===== src/rtl/ip_pkg.sv =====
// Shared types and helpers for the IPv4 deframer.
// Header field constants, FSM states and byte-order utilities.
package ip_pkg;

    typedef enum logic [1:0] {
        HEADER,
        PAYLOAD,
        TRIM,
        DROP
    } state_e;

    localparam int         AXIS_BYTES   = 4;
    localparam logic [3:0] IPV4_VERSION = 4'd4;
    localparam logic [3:0] IP_MIN_IHL   = 4'd5;
    localparam logic [7:0] IP_PROTO_TCP = 8'd6;

    function automatic logic [15:0] swap16(input logic [15:0] v);
        return {v[7:0], v[15:8]};
    endfunction

    function automatic logic [31:0] swap32(input logic [31:0] v);
        return {v[7:0], v[15:8], v[23:16], v[31:24]};
    endfunction

    // Byte enables for a final beat holding 1..4 valid bytes
    function automatic logic [3:0] keep_mask(input logic [2:0] rem);
        logic [3:0] m;
        case (rem)
            3'd1:    m = 4'b0001;
            3'd2:    m = 4'b0011;
            3'd3:    m = 4'b0111;
            default: m = 4'b1111;
        endcase
        return m;
    endfunction

endpackage


===== src/rtl/ip_csum_acc.sv =====
// Running ones-complement sum of 16-bit halfwords, one 32-bit word per beat.
// sum_o already includes word_i so a check can be made on the same beat.
module ip_csum_acc (
    input  logic        clk,
    input  logic        sreset,
    input  logic        clr_i,
    input  logic        en_i,
    input  logic [31:0] word_i,
    output logic [15:0] sum_o
);

    logic [15:0] acc_q;
    logic [17:0] raw;
    logic [16:0] fold1;

    always_comb begin
        raw   = {2'b00, acc_q}
              + {2'b00, word_i[15:0]}
              + {2'b00, word_i[31:16]};
        fold1 = {1'b0, raw[15:0]} + {15'd0, raw[17:16]};
        sum_o = fold1[15:0] + {15'd0, fold1[16]};
    end

    always_ff @(posedge clk) begin
        if (sreset || clr_i) begin
            acc_q <= '0;
        end else if (en_i) begin
            acc_q <= sum_o;
        end
    end

endmodule


===== src/rtl/ipv4_deframer.sv =====
// Strips the IPv4 header from a 32-bit AXIS stream and forwards the payload.
// Define IPV4_DEFRAMER_CHECKSUM_EN to drop packets with a bad header checksum.
module ipv4_deframer
    import ip_pkg::*;
#(
    parameter logic [7:0] PROTOCOL = IP_PROTO_TCP
) (
    input  logic        clk,
    input  logic        sreset,
    input  logic        axis_i_tvalid,
    output logic        axis_i_tready,
    input  logic [31:0] axis_i_tdata,
    input  logic [3:0]  axis_i_tkeep,
    input  logic        axis_i_tlast,
    output logic        axis_o_tvalid,
    input  logic        axis_o_tready,
    output logic [31:0] axis_o_tdata,
    output logic [3:0]  axis_o_tkeep,
    output logic        axis_o_tlast,
    output logic [15:0] axis_o_length_bytes,
    output logic [31:0] axis_o_src_ip,
    output logic [31:0] axis_o_dst_ip,
    output logic        drop_o,
    output logic        trunc_o
);

    state_e      state_q;
    logic [3:0]  ctr_q;
    logic [3:0]  ver_q;
    logic [3:0]  ihl_q;
    logic [15:0] tot_q;
    logic        frag_q;
    logic [7:0]  proto_q;
    logic [15:0] rem_q;
    logic [15:0] len_q;
    logic [31:0] src_q;
    logic [31:0] dst_q;
    logic        drop_q;
    logic        trunc_q;

    logic        in_hdr;
    logic        in_pay;
    logic        in_fire;
    logic        hdr_fire;
    logic [3:0]  ihl_cur;
    logic        decide;
    logic [15:0] hdr_bytes;
    logic        csum_bad;
    logic        bad;
    logic        last_beat;

    assign in_hdr   = (state_q == HEADER);
    assign in_pay   = (state_q == PAYLOAD);
    assign in_fire  = axis_i_tvalid && axis_i_tready;
    assign hdr_fire = in_hdr && in_fire;

    // IHL is only registered after word 0, so use the live nibble there
    assign ihl_cur   = (ctr_q == 4'd0) ? axis_i_tdata[3:0] : ihl_q;
    assign decide    = ({1'b0, ctr_q} + 5'd1) == {1'b0, ihl_cur};
    assign hdr_bytes = {10'd0, ihl_cur, 2'b00};

`ifdef IPV4_DEFRAMER_CHECKSUM_EN
    logic [15:0] csum_sum;
    logic        csum_clr;

    assign csum_clr = !in_hdr
                   || (hdr_fire && (axis_i_tlast || decide));

    ip_csum_acc u_csum (
        .clk    (clk),
        .sreset (sreset),
        .clr_i  (csum_clr),
        .en_i   (hdr_fire),
        .word_i (axis_i_tdata),
        .sum_o  (csum_sum)
    );

    assign csum_bad = (csum_sum != 16'hFFFF);
`else
    assign csum_bad = 1'b0;
`endif

    assign bad = (ver_q != IPV4_VERSION)
              || (ihl_cur < IP_MIN_IHL)
              || (proto_q != PROTOCOL)
              || frag_q
              || (tot_q <= hdr_bytes)
              || csum_bad;

    assign last_beat = (rem_q <= 16'(AXIS_BYTES));

    assign axis_i_tready = in_pay ? axis_o_tready : 1'b1;
    assign axis_o_tvalid = in_pay && axis_i_tvalid;
    assign axis_o_tdata  = axis_i_tdata;
    assign axis_o_tkeep  = last_beat ? keep_mask(rem_q[2:0])
                                     : axis_i_tkeep;
    assign axis_o_tlast  = last_beat || axis_i_tlast;

    assign axis_o_length_bytes = len_q;
    assign axis_o_src_ip       = src_q;
    assign axis_o_dst_ip       = dst_q;
    assign drop_o              = drop_q;
    assign trunc_o             = trunc_q;

    always_ff @(posedge clk) begin
        if (sreset) begin
            state_q <= HEADER;
            ctr_q   <= '0;
            ver_q   <= '0;
            ihl_q   <= '0;
            tot_q   <= '0;
            frag_q  <= 1'b0;
            proto_q <= '0;
            rem_q   <= '0;
            len_q   <= '0;
            src_q   <= '0;
            dst_q   <= '0;
            drop_q  <= 1'b0;
            trunc_q <= 1'b0;
        end else begin
            drop_q  <= 1'b0;
            trunc_q <= 1'b0;
            case (state_q)
                HEADER: begin
                    if (in_fire) begin
                        ctr_q <= ctr_q + 4'd1;
                        case (ctr_q)
                            4'd0: begin
                                ver_q <= axis_i_tdata[7:4];
                                ihl_q <= axis_i_tdata[3:0];
                                tot_q <= swap16(axis_i_tdata[31:16]);
                            end
                            4'd1: begin
                                frag_q <= axis_i_tdata[21]
                                    || ({axis_i_tdata[20:16],
                                         axis_i_tdata[31:24]} != 13'd0);
                            end
                            4'd2: proto_q <= axis_i_tdata[15:8];
                            4'd3: src_q   <= swap32(axis_i_tdata);
                            4'd4: dst_q   <= swap32(axis_i_tdata);
                            default: ;
                        endcase
                        if (axis_i_tlast) begin
                            drop_q <= 1'b1;
                            ctr_q  <= '0;
                        end else if (decide) begin
                            ctr_q <= '0;
                            if (bad) begin
                                state_q <= DROP;
                                drop_q  <= 1'b1;
                            end else begin
                                state_q <= PAYLOAD;
                                rem_q   <= tot_q - hdr_bytes;
                                len_q   <= tot_q - hdr_bytes;
                            end
                        end
                    end
                end
                PAYLOAD: begin
                    if (in_fire) begin
                        if (last_beat) begin
                            state_q <= axis_i_tlast ? HEADER : TRIM;
                        end else if (axis_i_tlast) begin
                            trunc_q <= 1'b1;
                            state_q <= HEADER;
                        end else begin
                            rem_q <= rem_q - 16'(AXIS_BYTES);
                        end
                    end
                end
                TRIM, DROP: begin
                    if (in_fire && axis_i_tlast) begin
                        state_q <= HEADER;
                    end
                end
                default: state_q <= HEADER;
            endcase
        end
    end

endmodule


===== config.mk =====
export PLATFORM = sky130hd
export DESIGN_NAME = ipv4_deframer
export DESIGN_NICKNAME = d
export VERILOG_FILES = /design/src/rtl/ip_pkg.sv /design/src/rtl/ip_csum_acc.sv /design/src/rtl/ipv4_deframer.sv
export SDC_FILE = /design/constraint.sdc
export NUM_CORES = 1
export LEC_CHECK = 0
export BUFFER_PORTS_ARGS = -buffer_cell sky130_fd_sc_hd__buf_2
export CAP_MARGIN = 15
export CORE_ASPECT_RATIO = 2
export CORE_MARGIN = 5
export CORE_UTILIZATION = 48
export CTS_CLUSTER_SIZE = 30
export DETAILED_ROUTE_END_ITERATION = 7
export PLACE_DENSITY = 0.74
export SYNTH_ARGS = -nofsm -noshare
export SYNTH_HDL_FRONTEND = slang
export SYNTH_HIERARCHICAL = 1
export SYNTH_SLANG_ARGS = --single-unit

===== constraint.sdc =====
create_clock -name clk -period 3.3 [get_ports clk]
set_input_delay 0.165 -clock clk [delete_from_list [all_inputs] [get_ports clk]]
set_output_delay 0.165 -clock clk [all_outputs]
set_load 0.005 [all_outputs]

==> out/results.ini <==
[grt]
grt_max_degree = 79
grt_overflow = 0
grt_pass1_vias = 5879
antenna_found_initial = 0
track_usage_pct = 22.3
grt_pass1_wl_um = 29000

[yosys]
synth-xor-area-share_pct = 3.26
synth_mux_area_share_pct = 2.95
syn_area_per_cell_um2 = 7.93
synth_cells = 813
syn-num-nets = 864
synth-adder-area-share_pct = 2.21
ys_seq_elements = 137
synthSimpleGateAreaFrac_pct = 24.1
postSynth.asyncResetShare_pct = 0
ys_types = 62
synth-seq-area-share_pct = 42.6
syn_area_um2 = 6440
synth-main-ff-cell = dfxtp_1
yosysWarnings = 6
synth_edf_count = 0
synth_compound_area_share_pct = 16.9
synth_top_family_by_area = simple AND/OR/NAND/NOR gates

[outcome]
outcome = finished clean

[cells_and_area]
area_growth_pct = 23.5
layout.cells.non_filler = 1115
nNetsFinal = 998
diodes = 0
final_cell_mix = nand2_1 (205), buf_2 (161), dfxtp_1 (135)
mostFrequentLayoutCell = nand2_1
drive_above_1_share_pct = 27.8

[worst_setup_path]
worst_setup_path_end_kind = flip-flop
cp_common_cell = nand2_1
crit_family = compound AO/OA/AOI/OAI gates
worst-path-buf-inv = 4
critPathMaxFanout = 4
path_cells = inv_2 > ha_4 > or3b_1 > nand2_1 > nand2_1 > ha_2 > inv_2 > fa_2 > nand2_1 > a221oi_2 > or4_4 > o311a_4 > o31ai_4 > buf_6 > buf_4 > a211oi_1 > o32ai_2
worstPathArrival_ns = 3.45
required_ns = 3.57
max_stage_delay_ns = 0.36
crit_type = reg2reg
slowest_stage = or3b_1
start_kind = flip-flop

[floorplan]
core-area_um2 = 13300
dieArea_um2 = 16000
die_h_um = 174
ioPinCount = 162
start_util_pct = 48.5
num_rows = 60
die_w_um = 91.9

[power]
ir_drop_v = 0.000430
cellLeakagePower_nw = 3.44
power_density_nw_per_um2 = 505

[route]
routed-via-count = 6160
dr.pass1.iters = 4
initialDrtViolationCount = 347
drc = 0
wl_per_cell_um = 16.2
detail_route.wirelength_um = 18100
antenna_left = 0
post_drt_via_cell_ratio = 5.52

[sta]
hold_slack_ns = 0.0137
tightest_slew_ns = 0.894
final.setup_skew_ns = 0.00895
final_hold_viol_count = 0
setup_violations = 0
slew_violations = 0
finalCritPeriodShare_pct = 96.3
worst_slack_ns = 0.122
fmax_mhz = 315
period_needed_ns = 3.18
slew-limit-headroom_pct = 40.3

[placed_design]
dpl_worst_slack_ns = 0.0244
io_buffers = 161
detailed_place_hpwl_um = 12400
gp_congestion = 0.888
placed_cells = 1071

[clock_network]
cts_buffers = 17
clk_pin_slew_worst_paths_ns = 0.06
insertion_delay_ns = 0.42
cts.htree.levels = 4
hold_buffers = 0
cts_tree = done
cts_sinks = 137
cts_root_buffer = clkbuf_16
clockBufferDepth = 2

[worst_hold_path]
hold_path_class = in2reg

[job]
max_cap_violations = 0

## report_power, final
| group | switching, W | total (W) | internal [W] |
|---|---|---|---|
| registers | 0.0000320 | 0.00171 | 0.00168 |
| clock network | 0.000799 | 0.00181 | 0.00101 |
| logic | 0.000294 | 0.000499 | 0.000204 |
## worst register-to-register path, cell delays in order (launching register included)
cell and delay, ns:
dfxtp_2 0.32, inv_2 0.07, ha_4 0.15, or3b_1 0.36
nand2_1 0.08, nand2_1 0.06, ha_2 0.17, inv_2 0.06
fa_2 0.21, nand2_1 0.07, a221oi_2 0.28, or4_4 0.18
o311a_4 0.20, o31ai_4 0.08, buf_6 0.15, buf_4 0.13
a211oi_1 0.31, o32ai_2 0.14
## metal layers
layer,wire length (um),global-route usage [%],part of all wire [%],vias to the layer above
met4,521,9.62,2.9,0
met2,8680,36.9,48,219
met3,1260,5.26,6.9,35
met1,7650,27.3,42,2895
met5,0,0,0,-
li1,-,-,-,3011
## stage by stage
step / setup TNS, ns / power, W / util, % / area (um^2)
finish: 0 / 0.00402 / 59.9 / 7960
global route: -0.278 / 0.00418 / 59.9 / 7960
CTS: 0 / 0.00401 / 58.7 / 7810
detailed placement: 0 / 0.00219 / 54.2 / 7210
global placement: 0 / 0.00218 / 54.2 / 7210
floorplan: 0 / 0.00204 / - / 6460
## synthesized netlist by cell type, drive strengths merged (5+ instances only)
library cell  number  share of area (%)
or3                5               0.49
dfxtp            137                 43
xnor2              8                1.1
or4                6               0.70
o21ai             21                1.6
nor3              26                2.0
nand2            205                 12
xor2              16                2.2
o31ai              5               0.95
o211ai             6               0.70
clkbuf            44                2.6
nand3             12               0.93
or2                5               0.49
nor4               9               0.87
mux2i             19                3.0
buf               40                4.8
inv               10               0.58
ha                 9                1.7
nor2              41                2.4
nand2b             8               0.78
nor2b              6               0.58
a21oi            125                9.8
## state kept, by name, summed over array words and instances, names as in the netlist
register             flops
state_q                  2
tot_q                   16
frag_q                   1
ver_q                    4
axis_o_length_bytes     16
drop_o                   1
rem_q                   16
ihl_q                    4
ctr_q                    4
proto_q                  8
axis_o_src_ip           32
axis_o_dst_ip           32
trunc_o                  1
## cells by family (layout without fill, tap and decap cells)
group	count (synthesis)	in the layout
multiplexers	19	19
adder cells (fa/ha/maj)	11	11
XOR/XNOR	24	24
AO/OA/AOI/OAI	183	183
buffers and inverters	95	242
flip-flops	137	137
AND/OR/NAND/NOR	344	344
## repair_timing
action,CTS,global route
resized for setup,7,18
setup buffers,1,10
gates cloned,0,1
pin swaps,1,10
setup endpoints to repair,5,33
## worst paths after layout
path | startpoint | to | slack [ns] | depth (start not counted)
worst max-delay path | ctr_q[1] | rem_q[7] | 0.12 | 17
worst min-delay path | axis_i_tdata[4] | axis_o_src_ip[28] | 0.01 | 3
worst max register to register | ctr_q[1] | rem_q[7] | 0.12 | 17
worst min register to register | axis_o_length_bytes[2] | axis_o_length_bytes[2] | 0.45 | 2
## layout make-up
| class | count | area [um^2] |
|---|---|---|
| clock inverters | 14 | 133 |
| well taps | 155 | 194 |
| fillers | 1217 | 5330 |
| multi-input cells | 581 | 3280 |
| clock buffers | 18 | 439 |
| flip-flops and latches | 137 | 2750 |
| inverters | 11 | 41.3 |
| repair buffers | 199 | 1130 |
Power figures use the tool's default switching activity.
